$ cat src/rtl/nios_fprint_input_pio.sv
`timescale 1ns/1ps
// nios_fprint_input_pio
// Avalon-MM input PIO: synchronises WIDTH external inputs, optionally
// debounces them, captures enabled rising/falling edges and raises a level
// IRQ while any masked captured edge is pending.
// Optional feature macro: NIOS_FPRINT_PIO_DEBOUNCE_EN builds per-bit debounce
// counters (DEBOUNCE_CYCLES applies); otherwise stable follows sync2 directly.
module nios_fprint_input_pio #(
    parameter int WIDTH           = 2,
    parameter int DEBOUNCE_CYCLES = 16
) (
    input  logic             clk,
    input  logic             reset_n,
    input  logic [2:0]       address,
    input  logic             chipselect,
    input  logic             write_n,
    input  logic [31:0]      writedata,
    input  logic [WIDTH-1:0] in_port,
    output logic [31:0]      readdata,
    output logic             irq
);

    localparam logic [2:0] ADDR_DATA     = 3'd0;
    localparam logic [2:0] ADDR_RISE_EN  = 3'd1;
    localparam logic [2:0] ADDR_IRQ_MASK = 3'd2;
    localparam logic [2:0] ADDR_EDGE_CAP = 3'd3;
    localparam logic [2:0] ADDR_FALL_EN  = 3'd4;
    localparam logic [2:0] ADDR_IRQ_STAT = 3'd5;

    logic [WIDTH-1:0] sync1_reg;
    logic [WIDTH-1:0] sync2_reg;
    logic [WIDTH-1:0] stable;
    logic [WIDTH-1:0] stable_d_reg;
    logic [WIDTH-1:0] rise_en_reg;
    logic [WIDTH-1:0] irq_mask_reg;
    logic [WIDTH-1:0] fall_en_reg;
    logic [WIDTH-1:0] edge_cap_reg;
    logic [WIDTH-1:0] edge_cap_next;
    logic [WIDTH-1:0] wdata;
    logic [WIDTH-1:0] rise;
    logic [WIDTH-1:0] fall;
    logic [WIDTH-1:0] edge_set;
    logic [WIDTH-1:0] edge_clr;
    logic [31:0]      readdata_next;
    logic             wr_en;
    logic             unused_writedata;

    assign wr_en            = chipselect & ~write_n;
    assign wdata            = writedata[WIDTH-1:0];
    // Only the low WIDTH bits of a write carry meaning.
    assign unused_writedata = ^writedata;

    // Two-flop synchroniser for the asynchronous inputs.
    always_ff @(posedge clk or negedge reset_n) begin
        if (!reset_n) begin
            sync1_reg <= '0;
            sync2_reg <= '0;
        end else begin
            sync1_reg <= in_port;
            sync2_reg <= sync1_reg;
        end
    end

`ifdef NIOS_FPRINT_PIO_DEBOUNCE_EN
    localparam int              CNT_W    = $clog2(DEBOUNCE_CYCLES);
    localparam logic [CNT_W-1:0] CNT_LAST = CNT_W'(DEBOUNCE_CYCLES - 1);

    generate
        for (genvar gi = 0; gi < WIDTH; gi++) begin : g_debounce
            logic [CNT_W-1:0] cnt_reg;
            logic             stable_bit_reg;

            // Accept a new level only after it has differed from the
            // current stable value for DEBOUNCE_CYCLES consecutive cycles.
            always_ff @(posedge clk or negedge reset_n) begin
                if (!reset_n) begin
                    cnt_reg        <= '0;
                    stable_bit_reg <= 1'b0;
                end else if (sync2_reg[gi] == stable_bit_reg) begin
                    cnt_reg <= '0;
                end else if (cnt_reg == CNT_LAST) begin
                    cnt_reg        <= '0;
                    stable_bit_reg <= sync2_reg[gi];
                end else begin
                    cnt_reg <= cnt_reg + CNT_W'(1);
                end
            end

            assign stable[gi] = stable_bit_reg;
        end
    endgenerate
`else
    localparam int unused_debounce_cycles = DEBOUNCE_CYCLES;

    assign stable = sync2_reg;
`endif

    // Delayed copy of the conditioned value for edge detection.
    always_ff @(posedge clk or negedge reset_n) begin
        if (!reset_n) begin
            stable_d_reg <= '0;
        end else begin
            stable_d_reg <= stable;
        end
    end

    // Edge capture: a newly detected edge overrides a same-cycle W1C.
    always_comb begin
        rise          = stable & ~stable_d_reg;
        fall          = ~stable & stable_d_reg;
        edge_set      = (rise & rise_en_reg) | (fall & fall_en_reg);
        edge_clr      = '0;
        if (wr_en && (address == ADDR_EDGE_CAP)) begin
            edge_clr = wdata;
        end
        edge_cap_next = (edge_cap_reg & ~edge_clr) | edge_set;
    end

    // Edge capture register.
    always_ff @(posedge clk or negedge reset_n) begin
        if (!reset_n) begin
            edge_cap_reg <= '0;
        end else begin
            edge_cap_reg <= edge_cap_next;
        end
    end

    // Software-writable control registers.
    always_ff @(posedge clk or negedge reset_n) begin
        if (!reset_n) begin
            rise_en_reg  <= '1;
            irq_mask_reg <= '0;
            fall_en_reg  <= '0;
        end else if (wr_en) begin
            case (address)
                ADDR_RISE_EN:  rise_en_reg  <= wdata;
                ADDR_IRQ_MASK: irq_mask_reg <= wdata;
                ADDR_FALL_EN:  fall_en_reg  <= wdata;
                default: ;
            endcase
        end
    end

    // Read mux; unused upper bits and unmapped addresses read as zero.
    always_comb begin
        readdata_next = '0;
        case (address)
            ADDR_DATA:     readdata_next[WIDTH-1:0] = stable;
            ADDR_RISE_EN:  readdata_next[WIDTH-1:0] = rise_en_reg;
            ADDR_IRQ_MASK: readdata_next[WIDTH-1:0] = irq_mask_reg;
            ADDR_EDGE_CAP: readdata_next[WIDTH-1:0] = edge_cap_reg;
            ADDR_FALL_EN:  readdata_next[WIDTH-1:0] = fall_en_reg;
            ADDR_IRQ_STAT: readdata_next[WIDTH-1:0] = edge_cap_reg & irq_mask_reg;
            default:       readdata_next = '0;
        endcase
    end

    // Registered read data, refreshed every cycle regardless of chipselect.
    always_ff @(posedge clk or negedge reset_n) begin
        if (!reset_n) begin
            readdata <= '0;
        end else begin
            readdata <= readdata_next;
        end
    end

    assign irq = |(edge_cap_reg & irq_mask_reg);

endmodule
$ cat config.mk
export PLATFORM = sky130hd
export DESIGN_NAME = nios_fprint_input_pio
export DESIGN_NICKNAME = d
export VERILOG_FILES = /design/src/rtl/nios_fprint_input_pio.sv
export SDC_FILE = /design/constraint.sdc
export NUM_CORES = 1
export LEC_CHECK = 0
export BUFFER_PORTS_ARGS = -buffer_cell sky130_fd_sc_hd__buf_2
export CAP_MARGIN = 10
export CORE_UTILIZATION = 40
export CTS_CLUSTER_SIZE = 8
export DETAILED_ROUTE_END_ITERATION = 12
export PLACE_DENSITY = 0.9
export SLEW_MARGIN = 5
export SYNTH_ARGS = -nofsm -noshare
export SYNTH_HDL_FRONTEND = slang
export SYNTH_SLANG_ARGS = --single-unit
$ cat constraint.sdc
create_clock -name clk -period 3 [get_ports clk]
set_clock_uncertainty 0.15 [all_clocks]
set_input_delay 0 -clock clk [delete_from_list [all_inputs] [get_ports clk]]
set_output_delay 0 -clock clk [all_outputs]
set_load 0.02 [all_outputs]
[Yosys cells after proc, flatten, opt, wreduce, memory -nomap -nowiden]
Index checks and enable logic that the tools add are counted.
Cells by class
  multipliers: 0
  reduce and logical (&&, ||, !) cells: 6
  shifts and indexed selects: 0
  mux-type cells: 2
  bitwise gates (word level): 13
  $add $sub $neg: 0
  equality and inequality tests: 5
  div/mod/pow operators: 0
  $lt $le $gt $ge: 0
Operators with widths (number)
  $and A2 B2 Y2: 6
  $pmux W2 S6: 1
  $eq A3 B2 Y1 const B: 2
  $eq A3 B3 Y1 const B: 2
  $not A2 Y2: 3
  $reduce_and A2 Y1: 3
  $or A2 B2 Y2: 2
  $eq A3 B1 Y1 const B: 1
  $logic_not A3 Y1: 1
  $mux W2: 1
  $reduce_or A2 Y1: 1
  $and A1 B1 Y1: 1
  $logic_and A1 B1 Y1: 1
  $not A1 Y1: 1
Storage, ports and cells
  RAM bits: 0
  bits of input ports: 41
  word-level logic and storage cells: 34
  flip-flop bits (word level): 16
  bits in latches: 0
  output and inout port bits: 33
  memories: 0
  bits in read-only memories: 0

[Depth between registers and ports, before layout]
Gate-level depths: netlist of the first run.
  depth in word-level cells: 7
  gate-level depth with buffers: 4
  gate-level depth less buffers: 3

[Worst setup path before layout of the first run]
OpenSTA, ideal clock, no wires.
  path kind: input -> register
  from: in address[1]
  to: reg fall_en_reg[0]
  stages on the path: 4
  data required time: 2.725 ns
  path buffers: 1
  slack: 1.701 ns
  data arrival time: 1.024 ns
  library setup time: 0.125 ns
  cell sequence: buf_6 > or2_4 > or3_4 > mux2_4
On the way
  word-level cells in the longest chain between the ends: 2
Ends and longest elaborated chain
  start, declared: line 14  | input logic [2:0] address,
  $eq A3 B3 Y1: line 135  | case (address)
  $reduce_and A2 Y1 (no source line)
  end signal, assigned: line 138  | ADDR_FALL_EN: fall_en_reg <= wdata;
  end, declared: line 36  | logic [WIDTH-1:0] fall_en_reg;
No other way between the ends.
A chain may end at the register's enable or synchronous reset.

==> results of run 1 <==
-- power breakdown --
part	switching, uW	internal (uW)	total (uW)
logic	80.0	54.5	134
clock network	61.4	46.6	108
registers	21.9	251	273
-- routing by layer --
layer	wire length [microns]	part of all wire (%)
met1	708	47
met2	688	45
met3	118	7.8
met4	6	0.39
met5	0	0
-- worst max-delay path by stage --
stage,cells past startpoint,slack (ps),from,endpoint
finish,4,1140,reset_n,stable_d_reg[1]$_DFF_PN0_
detailed placement,4,1600,address[1],fall_en_reg[0]$_DFFE_PN0P_
global placement,4,1620,address[1],fall_en_reg[1]$_DFFE_PN0P_
global route,4,1030,reset_n,stable[1]$_DFF_PN0_
CTS,4,1130,reset_n,edge_cap_reg[0]$_DFF_PN0_
floorplan,4,1700,address[1],fall_en_reg[0]$_DFFE_PN0P_
-- per-stage QoR --
| step | setup WS [ps] | total power, uW | instance area, sq um |
|---|---|---|---|
| 6_report | 1140 | 515 | 1020 |
| 5_1_grt | 1030 | 545 | 1020 |
| 4_1_cts | 1130 | 521 | 1020 |
| 3_5_place_dp | 1600 | 401 | 907 |
| 3_3_place_gp | 1620 | 394 | 907 |
| 2_1_floorplan | 1700 | 397 | 1050 |
-- synthesized netlist by cell type, drive strengths merged --
library cell and n:
clkbuf 1, nand3b 2, or2 1, conb 1, nor3b 1, nand2b 1, buf 31, nor2 2
dfstp 2, o221ai 2, or3 1, nand4b 1, nand2 5, and4b 2, mux2i 4, nand4bb 1
a22o 1, dfrtp 14, o211ai 2, mux2 6, o21ai 4
-- kinds of logic after synthesis --
kind of cell    count (synthesis)  share of synthesized area, %
other cells                     1                         0.400
compound gates                  9                          6.53
simple gates                   17                          12.3
buf+inv                        32                          25.6
mux                            10                          12.3
flops                          16                          42.9
-- critical path: stages --
cell	delay, ps
dlygate4sd3_1	520
dlygate4sd3_1	530
buf_2	200
dlygate4sd3_1	860
-- layout by cell type (no fill, tap or decap), drive strengths merged, types with 2 or more instances in the layout --
master       count
o21ai            4
o211ai           2
dfstp            2
mux2i            4
and4b            2
o221ai           2
conb            30
dfrtp           14
nand3b           2
clkbuf           3
nand2            5
buf             13
mux2             6
nor2             2
dlygate4sd3      9
-- cell type report --
type,instances,area share [%]
multi-input combinational,66,39.6
sequential,16,39.5
timing repair buffer,22,15.2
tap,28,3.44
clock buffer,3,2.21
==> out/results.tsv, run 1 <==
stage	metric	value	unit
outcome	outcome	completed	
power	power.density	505	mW/mm^2
layout	regArea	403	sq um
floorplan	die-width	50.4	microns
min_path	worstHoldStart	chipselect	
synthesis	synth_top_area_share	37.3	%
timing	fmax	538	MHz
clock_network	cts.path.max_buffers	2	
placed_design	io_buffer_count	13	
synthesis	ys_seq_elements	16	
timing	whs	25.5	ps
layout	antennaDiodeCount	0	
min_path	hold_path.class	in2reg	
clock_network	cts_max_level	1	
floorplan	io_pins	74	
grt	busiest_layer	met2	
synthesis	netlist_instances	85	
timing	hold_viol	0	
critical_path	crit_arrival	2120	ps
route	final_antenna_net_count	0	
placed_design	dp_cells	123	
clock_network	clk_pin_slew	80	ps
clock_network	cts_tree	built	
clock_network	insertion_delay	280	ps
grt	antenna_found_initial	0	
placed_design	gp_congestion	0.827	
layout	layout-drive-gt1-share	24.3	%
grt	grt_use_met2	17.8	%
critical_path	r2r-end	readdata[1]$_DFF_PN0_	
clock_network	numCtsBuffers	3	
critical_path	path_class	in2async	
critical_path	rr_worst_depth	3	
route	drc_errors	0	
layout	nets	150	
power	peakVddDrop	196	uV
critical_path	ff2ff_setup_slack	1770	ps
grt	grt_pass1_wl	2300	microns
timing	rsz0062_at_grt	no	
critical_path	cp_data_required_time	3270	ps
grt	grtUsageMet1	17.4	%
clock_network	cts.repair.resized	0	
min_path	worstHoldEndpoint	rise_en_reg[0]$_DFFE_PN1P_	
route	drt-wirelength-per-cell	11.3	microns
grt	grt_pass1_vias	499	
synthesis	ys_top_cells_by_area	dfrtp_1 37%, buf_4 24%, dfstp_2 5.6%	
layout	area_delta_synth_final	8.67	%
power	leakagePower	0.000500	uW
timing	fin_crit	1860	ps
route	wirelength	1520	microns
synthesis	synth_top_area_cell	dfrtp_1	
layout	fill_cells	217	
floorplan	start_util	42.4	%
grt	gr-total-overflow	0	
grt	grtUsageTotal	12.7	%
clock_network	cts_hold_buf	9	
synthesis	avgSynthCellArea	11.0	sq um
floorplan	core.rowCount	17	
synthesis	yosysWarnings	0	
route	vias	600	
route	first_pass_iters	4	
grt	grt_max_degree	11	
clock_network	post_cts_buffers	0	
timing	setup_tns	0	ps
floorplan	dieArea	0.00254	sq mm
synthesis	post_synth_num_cell_types	23	
critical_path	start_kind	input port	
floorplan	die_h	50.4	microns
synthesis	netlist_area	938	sq um
layout	post-route-util	46.1	%
synthesis	yosysSeqAreaShare	42.9	%
job	maxCapViolCount	0	
timing	timing.final.crit_share	61.9	%
timing	finalSetupViolCount	0	
critical_path	path_max_fanout	10	
route	drtIter0Drc	8	
grt	grt_util_met3	2.73	%
clock_network	cts-root-buf	clkbuf_4	
layout	multi_input_area	404	sq um
placed_design	hpwlAfterDp	1090	microns
min_path	hold_depth	3	
timing	slew_violations	0	
clock_network	cts_num_sinks	16	
critical_path	r2r_start	edge_cap_reg[1]$_DFF_PN0_	
route	vias_per_cell	4.44	
critical_path	worst_setup_path_end_kind	asynchronous set/reset pin	
floorplan	core_area	0.00221	sq mm
layout	fin_cells	135	
(Power assumes the default switching activity.)
==> run 2, diff against run 1 <==
--- a/config.mk
+++ b/config.mk
@@ -5,12 +5,13 @@
 export SDC_FILE = /design/constraint.sdc
 export NUM_CORES = 1
 export LEC_CHECK = 0
+export ABC_AREA = 1
 export BUFFER_PORTS_ARGS = -buffer_cell sky130_fd_sc_hd__buf_2
 export CAP_MARGIN = 10
-export CORE_UTILIZATION = 40
+export CORE_UTILIZATION = 38
 export CTS_CLUSTER_SIZE = 8
 export DETAILED_ROUTE_END_ITERATION = 12
-export PLACE_DENSITY = 0.9
+export PLACE_DENSITY = 0.87
 export SLEW_MARGIN = 5
 export SYNTH_ARGS = -nofsm -noshare
 export SYNTH_HDL_FRONTEND = slang
==> constraint.sdc (replaced) <==
create_clock -name clk -period 1.9 [get_ports clk]
set_clock_uncertainty 0.15 [all_clocks]
set_input_delay 0 -clock clk [delete_from_list [all_inputs] [get_ports clk]]
set_output_delay 0 -clock clk [all_outputs]
set_load 0.02 [all_outputs]
==> run 2 against run 1 <==
  * The flow now finishes with violations (hold timing)
  * Non-clock buffer count rose by 3
  * Global-route usage fell by 1.4 points
  * Final cell count rose by 24%
  * Synthesized cell count grew 32%
  * Sequential power increased by 56%
  * Die area rose by 3.8%
  * Largest power group unchanged
==> out/results.tsv, run 2 <==
stage	metric	value	unit	change
outcome	outcome	finished, violations left		was completed
outcome	violations	hold timing		
timing	finalSetupViolCount	0		unchanged
timing	fmax	571	MHz	
power	peakVddDrop	431	uV	was 196 uV
grt	grtUsageTotal	11.3	%	was 12.7%
layout	antennaDiodeCount	0		unchanged
critical_path	cp_data_required_time	1960	ps	was 3270 ps
critical_path	worst_setup_path_end_kind	flip-flop		was asynchronous set/reset pin
placed_design	hpwlAfterDp	1090	microns	about the same
timing	fin_crit	1750	ps	
floorplan	io_pins	74		unchanged
layout	nets	182		was 150
grt	gr-total-overflow	0		unchanged
synthesis	synth_edf_count	0		unchanged
grt	busiest_layer	met2		unchanged
timing	setup_tns	0	ps	unchanged
grt	grt_pass1_wl	2240	microns	was 2300 microns
synthesis	netlist_instances	112		was 85
synthesis	ys_seq_elements	16		unchanged
floorplan	core_area	0.00225	sq mm	was 0.00221 sq mm
critical_path	ff2ff_setup_slack	890	ps	was 1770 ps
route	wirelength	1440	microns	was 1520 microns
floorplan	dieArea	0.00264	sq mm	was 0.00254 sq mm
timing	timing.final.crit_share	92.2	%	
clock_network	insertion_delay	280	ps	about the same
synthesis	avgSynthCellArea	8.28	sq um	was 11.0 sq um
critical_path	path_max_fanout	5		was 10
route	first_pass_iters	4		unchanged
layout	area_delta_synth_final	13.6	%	was 8.67%
layout	fill_cells	215		was 217
synthesis	post_synth_num_cell_types	16		was 23
clock_network	post_cts_buffers	0		unchanged
layout	layout_common_cells	30 x conb_1, 22 x nand2_1, 14 x dfrtp_1, 13 x buf_2, 12 x dlygate4sd3_1		was 30 x conb_1, 14 x dfrtp_1, 13 x buf_2, 9 x dlygate4sd3_1, 5 x nand2_1
critical_path	crit_arrival	1810	ps	was 2120 ps
grt	grtUsageMet1	15.1	%	was 17.4%
placed_design	gp_congestion	0.847		was 0.827
power	power.density	753	mW/mm^2	was 505 mW/mm^2
clock_network	cts_hold_buf	12		was 9
floorplan	die_h	51.4	microns	was 50.4 microns
synthesis	synthTopCellsByCount	30 x buf_4, 22 x nand2_1, 14 x dfrtp_1, 8 x nand3_1, 8 x nor2_1		was 30 x buf_4, 14 x dfrtp_1, 5 x nand2_1
floorplan	start_util	41.1	%	was 42.4%
route	drtIter0Drc	29		was 8
critical_path	rr_worst_depth	4		was 3
timing	hold_viol	14		was 0
clock_network	cts.repair.resized	0		unchanged
power	leakagePower	0.000562	uW	was 0.000500 uW
job	maxCapViolCount	0		unchanged
synthesis	synth_top_area_share	37.8	%	was 37.3%
synthesis	synth_top_flop_cell	dfrtp_1		unchanged
layout	layout-drive-gt1-share	18.7	%	was 24.3%
floorplan	die-width	51.4	microns	was 50.4 microns
floorplan	core.rowCount	17		unchanged
grt	grt_max_degree	17		was 11
timing	whs	-9.97	ps	was 25.5 ps
synthesis	yosysSeqAreaShare	43.5	%	was 42.9%
clock_network	clk_pin_slew	80	ps	about the same
route	vias_per_cell	4.34		was 4.44
clock_network	cts_tree	built		unchanged
clock_network	cts_max_level	1		unchanged
synthesis	ys_top_cells_by_area	dfrtp_1 38%, buf_4 24%, nand2_1 8.9%		was dfrtp_1 37%, buf_4 24%, dfstp_2 5.6%
route	drc_errors	0		unchanged
placed_design	io_buffer_count	13		unchanged
clock_network	cts.path.max_buffers	2		unchanged
timing	slew_violations	0		unchanged
route	final_antenna_net_count	0		unchanged
min_path	hold_path.class	in2async		was in2reg
timing	rsz0062_at_grt	no		unchanged
synthesis	yosysWarnings	0		unchanged
grt	grt_util_met3	1.79	%	was 2.73%
grt	grt_use_met2	18.4	%	was 17.8%
critical_path	path_class	in2reg		was in2async
clock_network	cts_num_sinks	16		unchanged
synthesis	synth.most_common_cell	buf_4		unchanged
grt	grt_pass1_vias	544		was 499
synthesis	netlist_area	927	sq um	was 938 sq um
route	drt-wirelength-per-cell	8.59	microns	was 11.3 microns
timing	worst_slack	149	ps	was 1140 ps
grt	antenna_found_initial	0		unchanged
clock_network	cts-root-buf	clkbuf_4		unchanged
layout	mostFrequentLayoutCell	conb_1		unchanged
critical_path	start_kind	input port		unchanged
route	vias	725		was 600
synthesis	synth-async-reset-ratio	100	%	unchanged
placed_design	pre_cts_slack	845	ps	was 1600 ps
clock_network	numCtsBuffers	3		unchanged
synthesis	synth_top_area_cell	dfrtp_1		unchanged
run 2: final timing paths:
check	startpoint	endpoint
min reg2reg	sync1_reg[0]$_DFF_PN0_	stable[0]$_DFF_PN0_
max in group asynchronous	reset_n	rise_en_reg[0]$_DFFE_PN1P_
max reg2reg	rise_en_reg[1]$_DFFE_PN1P_	readdata[1]$_DFF_PN0_
max	write_n	rise_en_reg[0]$_DFFE_PN1P_
min	reset_n	fall_en_reg[1]$_DFFE_PN0P_
min in group clk	in_port[1]	sync1_reg[1]$_DFF_PN0_
run 2: cell type report:
| cell class | instances | area [sq um] | share of cell area, % |
|---|---|---|---|
| Tap cell | 28 | 35.0 | 3.33 |
| Multi-Input combinational cell | 87 | 378 | 35.9 |
| Sequential cell | 16 | 403 | 38.2 |
| Inverter | 8 | 30.0 | 2.85 |
| Timing Repair Buffer | 25 | 185 | 17.6 |
| Clock buffer | 3 | 22.5 | 2.14 |
run 2: power breakdown:
part / internal [uW] / switching (uW)
Sequential: 392 / 32.9
Combinational: 63.0 / 136
Clock: 73.5 / 95.9
Total: 529 / 264
run 2: worst max-delay path, stage by stage:
cell and delay, ps:
dlygate4sd3_1 530, buf_2 120, nor2_1 310, dlygate4sd3_1 640, nand2_2 80, o21ai_1 140
run 2: logic make-up (layout without fill, tap and decap cells):
group,Yosys count,in the layout,share of synthesized area [%]
simple gates,47,47,22.9
compound gates,10,10,5.67
buf+inv,38,36,27.5
flops,16,16,43.5
other cells,1,30,0.404
run 2: metrics by stage:
step / area (sq um) / cells / util (%) / total power (uW)
5_1_grt: 1050 / 167 / 46.7 / 846
4_1_cts: 1050 / 167 / 46.7 / 798
2_1_floorplan: 1040 / 141 / - / 604
3_3_place_gp: 911 / 152 / 40.4 / 608
3_5_place_dp: 911 / 152 / 40.4 / 612
6_report: 1050 / 167 / 46.7 / 793
run 2: per-layer routing:
| layer | vias up | wire (microns) |
|---|---|---|
| li1 | 356 | - |
| met1 | 320 | 637 |
| met2 | 45 | 660 |
| met3 | 4 | 116 |
| met4 | 0 | 20 |
| met5 | - | 0 |
==> run 3, diff against run 2 <==
--- a/config.mk
+++ b/config.mk
@@ -7,7 +7,8 @@
 export LEC_CHECK = 0
 export ABC_AREA = 1
 export BUFFER_PORTS_ARGS = -buffer_cell sky130_fd_sc_hd__buf_2
-export CAP_MARGIN = 10
+export CAP_MARGIN = 40
+export CORE_MARGIN = 1.5
 export CORE_UTILIZATION = 38
 export CTS_CLUSTER_SIZE = 8
 export DETAILED_ROUTE_END_ITERATION = 12
==> constraint.sdc (replaced) <==
create_clock -name clk -period 1.9 [get_ports clk]
set_clock_uncertainty 0.15 [all_clocks]
set_input_delay 0 -clock clk [delete_from_list [all_inputs] [get_ports clk]]
set_output_delay 0 -clock clk [all_outputs]
set_load 0.005 [all_outputs]
==> run 3 against run 2 <==
  * The run now ends clean
  * Routed wire length is 14% higher
  * Non-clock buffer count is 1 higher
  * Worst hold slack better by 27 ps
  * Clock-buffer cell count is 1 higher
  * Register-to-register slack worse by 30 ps
  * Die area is 3.9% higher
  * Sequential share of layout area is 0.84 points lower
  * Utilization is 1.1 points higher
  * Critical path depth is 3 higher
  * Flip-flop and latch count stayed put
  * Critical endpoint is now edge_cap_reg[0]$_DFF_PN0_
==> out/results.tsv, run 3 (synthesis gave the netlist of run 2 again) <==
stage	metric	value	unit	change
min_path	hold_path.class	in2reg		was in2async
critical_path	cp_top_family	buffers and inverters		unchanged
clock_network	insertion_delay	290	ps	was 280 ps
clock_network	numCtsBuffers	3		unchanged
critical_path	start_kind	input port		unchanged
floorplan	dieArea	0.00275	sq mm	was 0.00264 sq mm
grt	grt_pass1_vias	567		was 544
route	vias	724		was 725
grt	busiest_layer	met2		unchanged
layout	regArea	403	sq um	unchanged
layout	antennaDiodeCount	0		unchanged
critical_path	r2r_start	edge_cap_reg[0]$_DFF_PN0_		was rise_en_reg[1]$_DFFE_PN1P_
clock_network	cts_tree	built		unchanged
critical_path	crit_path_top_delay_cell	dlygate4sd3_1		unchanged
placed_design	pre_cts_slack	809	ps	was 845 ps
route	wirelength	1640	microns	was 1440 microns
clock_network	cts_max_level	1		unchanged
clock_network	clk_pin_slew	90	ps	was 80 ps
route	vias_per_cell	4.28		was 4.34
floorplan	core_area	0.00225	sq mm	unchanged
layout	mostFrequentLayoutCell	conb_1		unchanged
critical_path	ff2ff_setup_slack	860	ps	was 890 ps
grt	gr-total-overflow	0		unchanged
layout	nets	183		was 182
critical_path	cp_data_required_time	1940	ps	was 1960 ps
floorplan	core.rowCount	17		unchanged
timing	worst_slack	154	ps	was 149 ps
route	drt-wirelength-per-cell	9.72	microns	was 8.59 microns
timing	timing.final.crit_share	91.9	%	was 92.2%
route	first_pass_iters	4		unchanged
timing	fmax	573	MHz	was 571 MHz
clock_network	cts-root-buf	clkbuf_4		unchanged
power	peakVddDrop	435	uV	was 431 uV
grt	grt_use_met2	18.5	%	was 18.4%
grt	grtUsageMet1	17.2	%	was 15.1%
floorplan	die-width	52.4	microns	was 51.4 microns
critical_path	path_class	in2reg		unchanged
route	final_antenna_net_count	0		unchanged
timing	rsz0062_at_grt	no		unchanged
layout	layout_common_cells	30 x conb_1, 22 x nand2_1, 14 x dfrtp_1, 13 x dlygate4sd3_1, 13 x buf_2		was 30 x conb_1, 22 x nand2_1, 14 x dfrtp_1, 13 x buf_2, 12 x dlygate4sd3_1
timing	setup_tns	0	ps	unchanged
timing	fin_crit	1750	ps	about the same
placed_design	io_buffer_count	13		unchanged
critical_path	cp-startpoint	address[2]		was write_n
power	power.density	740	mW/mm^2	was 753 mW/mm^2
clock_network	cts.path.max_buffers	2		unchanged
timing	finalSetupViolCount	0		unchanged
clock_network	cts_num_sinks	16		unchanged
route	drtIter0Drc	20		was 29
layout	area_delta_synth_final	16.2	%	was 13.6%
placed_design	gp_congestion	0.849		was 0.847
critical_path	critPathBufInv	4		was 3
critical_path	crit_arrival	1780	ps	was 1810 ps
floorplan	io_pins	74		unchanged
floorplan	start_util	41.1	%	unchanged
min_path	worstHoldStart	chipselect		
route	drc_errors	0		unchanged
critical_path	worst_setup_path_end_kind	flip-flop		unchanged
grt	grt_pass1_wl	2520	microns	was 2240 microns
layout	multi_input_area	378	sq um	unchanged
layout	fill_cells	230		was 215
layout	layout-drive-gt1-share	19.1	%	was 18.7%
grt	grt_util_met3	5.14	%	was 1.79%
grt	grtUsageTotal	12.9	%	was 11.3%
grt	grt_max_degree	16		was 17
placed_design	hpwlAfterDp	1120	microns	was 1090 microns
job	maxCapViolCount	0		unchanged
critical_path	cp_cell_sequence	dlygate4sd3_1 > buf_2 > inv_2 > nand2_2 > nor2_1 > nand3_1 > dlygate4sd3_1 > nand2_1 > nand2_1		was dlygate4sd3_1 > buf_2 > nor2_1 > dlygate4sd3_1 > nand2_2 > o21ai_1
grt	antenna_found_initial	0		unchanged
power	total_power	797	uW	was 793 uW
outcome	outcome	completed		was finished, violations left
timing	slew_violations	0		unchanged
critical_path	slowest_delay	570	ps	was 640 ps
floorplan	die_h	52.4	microns	was 51.4 microns
timing	hold_viol	0		was 14
power	leakagePower	0.000573	uW	was 0.000562 uW
critical_path	path_max_fanout	7		was 5
## run 3: stage by stage
step	util (%)	hold WS [ps]	cells	cell area, sq um
3_3_place_gp	40.4	-229	152	911
6_report	47.8	16.9	169	1080
2_1_floorplan	-	-446	141	1040
3_5_place_dp	40.4	-224	152	911
5_1_grt	47.8	36.5	169	1080
4_1_cts	47.8	21.7	169	1080
## run 3: final timing paths
path,cells after the start,end
max,9,edge_cap_reg[0]$_DFF_PN0_
min,6,edge_cap_reg[1]$_DFF_PN0_
max reg2reg,4,readdata[0]$_DFF_PN0_
min reg2reg,0,stable[0]$_DFF_PN0_
max in group asynchronous,4,stable[1]$_DFF_PN0_
min in group asynchronous,3,fall_en_reg[1]$_DFFE_PN0P_
## run 3: layer usage
metal,routed length (microns),part of all wire [%],vias to the layer above
met5,0,0,-
met4,25,1.5,0
met3,170,10,4
met2,723,44,46
met1,723,44,318
li1,-,-,356
## run 3: area by class of cell
| class | instances | area share, % |
|---|---|---|
| inverter | 8 | 2.79 |
| multi-input combinational | 87 | 35.1 |
| tap | 28 | 3.25 |
| sequential | 16 | 37.4 |
| timing repair buffer | 26 | 18.1 |
| clock buffer | 4 | 3.37 |
## run 3: power breakdown
group,internal [uW],leakage (uW),switching [uW]
clock,117,0.0000210,104
sequential,392,0.000187,34.0
combinational,64.0,0.000366,86.2
total,573,0.000573,224
## run 3: repair_timing
action / 4_1_cts / 5_1_grt
resized for setup: 0 / 0
hold buffers: 13 / 0
hold endpoints to repair: 28 / 0
setup endpoints to repair: 0 / 0
setup buffers: 0 / 0
## run 3: tightest hold or removal path: stages
cell and delay (ps):
buf_2 100, inv_1 50, nor2_1 90, nand3_1 90, nand2_1 50, nand2_1 50
